==> src/rtl/uart_rx.sv <==
// uart_rx: dbus slave deframing 16x-oversampled 8N1 rx into a DEPTH-byte FIFO; byte visible 1 cycle after stop sample.
// ack 1 cycle after cyc; a full FIFO drops new bytes and sets overrun. UART_RX_IRQ_EN adds CTRL and irq.
module uart_rx #(
  parameter logic [7:0] ADDR   = 8'h60,
  parameter int         AWIDTH = 8,
  parameter int         DEPTH  = 8
) (
  input  logic        wb_clk,
  input  logic        wb_rst_n,
  input  logic [31:0] wb_dbus_adr,
  input  logic [31:0] wb_dbus_dat,
  input  logic [3:0]  wb_dbus_sel,
  input  logic        wb_dbus_we,
  input  logic        wb_dbus_cyc,
  output logic [31:0] rdt,
  output logic        ack,
  input  logic        baud16_en,
  input  logic        rx,
  output logic        irq
);
  localparam int PW = $clog2(DEPTH);

  typedef enum logic [2:0] {S_IDLE, S_START, S_DATA, S_STOP, S_BREAK} state_t;

  state_t        state_q, state_d;
  logic [3:0]    tick_q, tick_d;
  logic [2:0]    bit_q, bit_d;
  logic [7:0]    shift_q, shift_d;
  logic          rx_s1_q, rx_s2_q;
  logic          ack_q;
  logic [7:0]    mem_q [DEPTH];
  logic [PW-1:0] wr_ptr_q, rd_ptr_q;
  logic [PW:0]   count_q, count_d;
  logic          ovr_q, ovr_d, ferr_q, ferr_d;
  logic          push, push_ok, pop, frame_bad, full, not_empty;
  logic          sel, acc_rd, acc_wr, ctrl_en;
  logic [1:0]    reg_idx;
  logic [3:0]    level;
  logic [31:0]   rd_data;
  logic          unused;

  assign sel     = wb_dbus_cyc && (wb_dbus_adr[31 -: AWIDTH] == ADDR[AWIDTH-1:0]);
  assign reg_idx = wb_dbus_adr[3:2];
  assign acc_rd  = ack_q & ~wb_dbus_we;
  assign acc_wr  = ack_q & wb_dbus_we;
  assign ack     = ack_q;
  assign rdt     = ack_q ? rd_data : 32'd0;

  assign full      = (count_q == (PW+1)'(DEPTH));
  assign not_empty = (count_q != '0);
  assign pop       = acc_rd && (reg_idx == 2'd0) && not_empty;
  // A simultaneous pop frees the slot, so a push into a full FIFO still lands.
  assign push_ok   = push & (~full | pop);
  assign count_d   = count_q + (PW+1)'(push_ok) - (PW+1)'(pop);

  always_comb begin
    level   = (32'(count_q) > 32'd15) ? 4'd15 : 4'(count_q);
    rd_data = 32'd0;
    case (reg_idx)
      2'd0:    if (not_empty) rd_data = {23'd0, 1'b1, mem_q[rd_ptr_q]};
      2'd1:    rd_data = {24'd0, level, ferr_q, ovr_q, full, not_empty};
      2'd2:    rd_data = {31'd0, ctrl_en};
      default: rd_data = 32'd0;
    endcase
  end

  always_comb begin
    state_d   = state_q;
    tick_d    = tick_q;
    bit_d     = bit_q;
    shift_d   = shift_q;
    push      = 1'b0;
    frame_bad = 1'b0;
    if (baud16_en) begin
      case (state_q)
        S_IDLE: if (!rx_s2_q) begin
          state_d = S_START;
          tick_d  = 4'd0;
        end
        S_START: begin
          tick_d = tick_q + 4'd1;
          if (tick_q == 4'd7) begin
            tick_d  = 4'd0;
            bit_d   = 3'd0;
            state_d = rx_s2_q ? S_IDLE : S_DATA;
          end
        end
        S_DATA: begin
          tick_d = tick_q + 4'd1;
          if (tick_q == 4'd15) begin
            shift_d = {rx_s2_q, shift_q[7:1]};
            bit_d   = bit_q + 3'd1;
            if (bit_q == 3'd7) state_d = S_STOP;
          end
        end
        S_STOP: begin
          tick_d = tick_q + 4'd1;
          if (tick_q == 4'd15) begin
            if (rx_s2_q) begin
              push    = 1'b1;
              state_d = S_IDLE;
            end else begin
              frame_bad = 1'b1;
              state_d   = S_BREAK;
            end
          end
        end
        S_BREAK: if (rx_s2_q) state_d = S_IDLE;
        default: state_d = S_IDLE;
      endcase
    end
  end

  // Hardware set wins over a same-cycle write-1-to-clear.
  always_comb begin
    ovr_d  = ovr_q;
    ferr_d = ferr_q;
    if (acc_wr && reg_idx == 2'd1) begin
      if (wb_dbus_dat[2]) ovr_d  = 1'b0;
      if (wb_dbus_dat[3]) ferr_d = 1'b0;
    end
    if (push && full && !pop) ovr_d  = 1'b1;
    if (frame_bad)            ferr_d = 1'b1;
  end

  always_ff @(posedge wb_clk or negedge wb_rst_n) begin
    if (!wb_rst_n) begin
      rx_s1_q  <= 1'b1;
      rx_s2_q  <= 1'b1;
      state_q  <= S_IDLE;
      tick_q   <= 4'd0;
      bit_q    <= 3'd0;
      shift_q  <= 8'd0;
      ack_q    <= 1'b0;
      wr_ptr_q <= '0;
      rd_ptr_q <= '0;
      count_q  <= '0;
      ovr_q    <= 1'b0;
      ferr_q   <= 1'b0;
    end else begin
      rx_s1_q  <= rx;
      rx_s2_q  <= rx_s1_q;
      state_q  <= state_d;
      tick_q   <= tick_d;
      bit_q    <= bit_d;
      shift_q  <= shift_d;
      ack_q    <= sel & ~ack_q;
      wr_ptr_q <= wr_ptr_q + PW'(push_ok);
      rd_ptr_q <= rd_ptr_q + PW'(pop);
      count_q  <= count_d;
      ovr_q    <= ovr_d;
      ferr_q   <= ferr_d;
    end
  end

  always_ff @(posedge wb_clk) begin
    if (push_ok) mem_q[wr_ptr_q] <= shift_q;
  end

`ifdef UART_RX_IRQ_EN
  logic ctrl_q, ctrl_d, irq_q;

  assign ctrl_d  = (acc_wr && reg_idx == 2'd2) ? wb_dbus_dat[0] : ctrl_q;
  assign ctrl_en = ctrl_q;
  assign irq     = irq_q;

  always_ff @(posedge wb_clk or negedge wb_rst_n) begin
    if (!wb_rst_n) begin
      ctrl_q <= 1'b0;
      irq_q  <= 1'b0;
    end else begin
      ctrl_q <= ctrl_d;
      irq_q  <= ctrl_d & (count_d != '0);
    end
  end

  assign unused = ^{wb_dbus_sel, wb_dbus_adr[31-AWIDTH:4], wb_dbus_adr[1:0],
                    wb_dbus_dat[31:4], wb_dbus_dat[1]};
`else
  assign ctrl_en = 1'b0;
  assign irq     = 1'b0;
  assign unused  = ^{wb_dbus_sel, wb_dbus_adr[31-AWIDTH:4], wb_dbus_adr[1:0],
                     wb_dbus_dat[31:4], wb_dbus_dat[1:0]};
`endif

endmodule

==> config.mk <==
export PLATFORM = sky130hd
export DESIGN_NAME = uart_rx
export DESIGN_NICKNAME = d
export VERILOG_FILES = /design/src/rtl/uart_rx.sv
export SDC_FILE = /design/constraint.sdc
export NUM_CORES = 1
export LEC_CHECK = 0
export BUFFER_PORTS_ARGS = -buffer_cell sky130_fd_sc_hd__buf_2
export CAP_MARGIN = 20
export CORE_MARGIN = 1.5
export CORE_UTILIZATION = 45
export DETAILED_ROUTE_END_ITERATION = 6
export PLACE_DENSITY_LB_ADDON = 0.05
export SYNTH_ARGS = -nofsm -noshare
export SYNTH_HDL_FRONTEND = slang
export SYNTH_SLANG_ARGS = --single-unit
==> constraint.sdc <==
create_clock -name wb_clk -period 2.9 [get_ports wb_clk]
set_input_delay 0.58 -clock wb_clk [delete_from_list [all_inputs] [get_ports wb_clk]]
set_output_delay 0.58 -clock wb_clk [all_outputs]
set_load 0.05 [all_outputs]
==> results_dict.tcl <==
set metrics [dict create \
    status "completed" \
    async_flop_share_pct 34.0 \
    core-area_um2 9680 \
    num_antenna_cells 0 \
    place_hpwl_um 5240 \
    cts_inserted_buffers 9 \
    p_per_area_nw_per_um2 591 \
    cp-end-kind "output pin" \
    cp-startpoint "rd_ptr_q[1]" \
    required_ns 2.32 \
    fmaxAchievable_ghz 0.367 \
    numClockSinks 97 \
    final_max_slew_viol_count 0 \
    cts_root_buffer "clkbuf_8" \
    synth_edf_count 64 \
    layout-area-overhead-vs-synth_pct 9.49 \
    finalInstanceArea_um2 4880 \
    stdcell_count 463 \
    worstSetupPathType "reg2out" \
    critPathLaunchType "flop" \
    syn_inst 288 \
    finalCritPeriodShare_pct 94.0 \
    port_buffers 27 \
    regToRegSetupSlack_ns 0.49 \
    gp_congestion 0.767 \
    utilization_pct 50.4 \
    synth_cell_type_count 52 \
    synth_area_leaders "edfxtp_1 (43%), dfrtp_1 (17%), mux4_1 (4.7%)" \
    synth-main-ff-cell "edfxtp_1" \
    gr-total-overflow 0 \
    ant_nets 0 \
    placed_area_um2 4680 \
    drv_cap 0 \
    grt_usage_pct 16.8 \
    post-cts-setup-buffer-count 0 \
    clock_latency_ns 0.36 \
    num_io_pins 108 \
    grt_pass1_wl_um 12600 \
    antenna_found_initial 0 \
    routed_wl_um 7930 \
    synthTopCellsByCount "edfxtp_1 (64), dfrtp_1 (31), buf_4 (26)" \
    dp.cells 447 \
    synth_area_leader_cell "edfxtp_1" \
    vdd_drop_max_uv 288 \
    avgSynthCellArea_um2 15.5 \
    grt_max_degree 34 \
    die-area_um2 10500 \
    dieHeight_um 102 \
    drc 0 \
    die_x_um 102 \
    num_vias 2362 \
    setup_viol 0 \
    wl_per_cell_um 17.1 \
    grt_pass1_vias 2307 \
    worstMarginPinSlew_ns 0.886 \
    final.setup.tns_ns 0 \
    htree_levels 3 \
    clockBufferDepth 2 \
    seq_area_frac_synth_pct 61.7 \
    min_period_ns 2.73 \
    yosysMostFrequentCell "edfxtp_1" \
    r2r_cells 9 \
    drive_above_1_share_pct 27.3 \
    finalHoldViolations 0 \
    r2r_end "count_q[2]" \
    worstPathArrival_ns 2.15 \
    first_pass_iters 4 \
    cp_max_fo 9 \
    final_nets 412 \
    rows 36 \
    path_clk_slew_ns 0.10 \
    syn_area_um2 4450 \
    post-place-ws_ns 0.382 \
    initial_core_util_pct 46.0 \
    critPathCapture "rdt[3]" \
    reg2reg_from "count_q[2]" \
    holdWs_ns 0.290 \
    p_total_mw 2.88 \
    fin_worst_skew_ns 0.00904 \
    ys_ff_latch 97 \
    drtIter0Drc 66 \
    yosys_warnings 0 \
    synth_top_cell_area_share_pct 43.1 \
    rsz0062_at_grt "false" \
    setup_ws_ns 0.173 \
    hp-class "in2async" \
    vias_per_cell 5.10 \
    leakage_nw 1.96 \
    max_slew_margin_pct 40.7 \
    tritoncts "done" \
]
[critical path, stage by stage (launching register included)]
cell,delay [ns]
dfrtp_1,0.36
buf_4,0.22
mux4_1,0.58
mux2i_1,0.32
o21ai_1,0.10
buf_2,0.22
[sequential cells by signal (all words and copies together), names as in the netlist]
name	count
ferr_q	1
shift_q	8
count_q	4
state_q	3
mem_q	64
ovr_q	1
ack	1
rx_s2_q	1
rx_s1_q	1
bit_q	3
tick_q	4
wr_ptr_q	3
rd_ptr_q	3
[layout make-up]
type	instances	area, um^2
Clock inverter	6	56.3
Sequential cell	97	2750
Tap cell	133	166
Multi-Input combinational cell	169	1500
Clock buffer	10	138
Timing Repair Buffer	40	233
Fill cell	859	4810
Inverter	8	30.0
[logic make-up after synthesis]
| kind of cell | Yosys count | synth area share [%] |
|---|---|---|
| compound gates | 30 | 4.52 |
| xor+xnor | 6 | 1.18 |
| fa+ha+maj | 13 | 3.82 |
| buf+inv | 45 | 6.88 |
| flops | 97 | 61.7 |
| mux | 35 | 13.4 |
| other cells | 1 | 0.0842 |
| simple gates | 61 | 8.40 |
[report_power, final]
| group | switching (mW) | total (mW) | internal [mW] |
|---|---|---|---|
| combinational | 0.217 | 0.368 | 0.151 |
| clock | 0.508 | 0.865 | 0.357 |
| sequential | 0.105 | 1.65 | 1.54 |
| total | 0.830 | 2.88 | 2.05 |
[timing repair]
item,in CTS,in global routing
hold endpoints to repair,0,0
resized for setup,1,0
hold buffers,0,0
endpoints found under the setup margin,1,0
[layout by cell type (no fill, tap or decap), types with 2 or more instances in the layout]
| master | count |
|---|---|
| conb_1 | 24 |
| and2_1 | 3 |
| nand4_1 | 2 |
| xor2_1 | 6 |
| o21ai_0 | 7 |
| edfxtp_1 | 64 |
| o2bb2ai_1 | 3 |
| inv_6 | 3 |
| nand4b_1 | 2 |
| a21oi_1 | 4 |
| buf_2 | 27 |
| dfstp_2 | 2 |
| nor2b_1 | 2 |
| nor3b_1 | 3 |
| o21ai_1 | 6 |
| nor3_1 | 5 |
| mux2_2 | 12 |
| clkbuf_8 | 10 |
| nand3_1 | 6 |
| nor4b_2 | 3 |
| a21o_1 | 4 |
| buf_4 | 13 |
| mux4_1 | 8 |
| nor2_1 | 7 |
| mux4_2 | 8 |
| mux2i_1 | 7 |
| inv_1 | 8 |
| nand2_1 | 14 |
| dfrtp_1 | 30 |
| ha_1 | 12 |
| inv_8 | 2 |
[routing by layer]
metal	wire length [um]	up-vias	GRT usage, %
met5	0	-	0
met4	79	0	5.37
met3	223	6	3.73
met2	3910	39	27.3
met1	3720	1196	22.7
li1	-	1121	-
[worst min path at each step]
stage,depth (start not counted),to,start
finish,1,count_q[2],wb_rst_n
global route,1,rx_s1_q,rx
CTS,1,rx_s1_q,rx
detailed placement,0,rx_s2_q,rx_s1_q
global placement,0,rx_s2_q,rx_s1_q
floorplan,0,ack,wb_rst_n
Power figures use the tool's default switching activity.
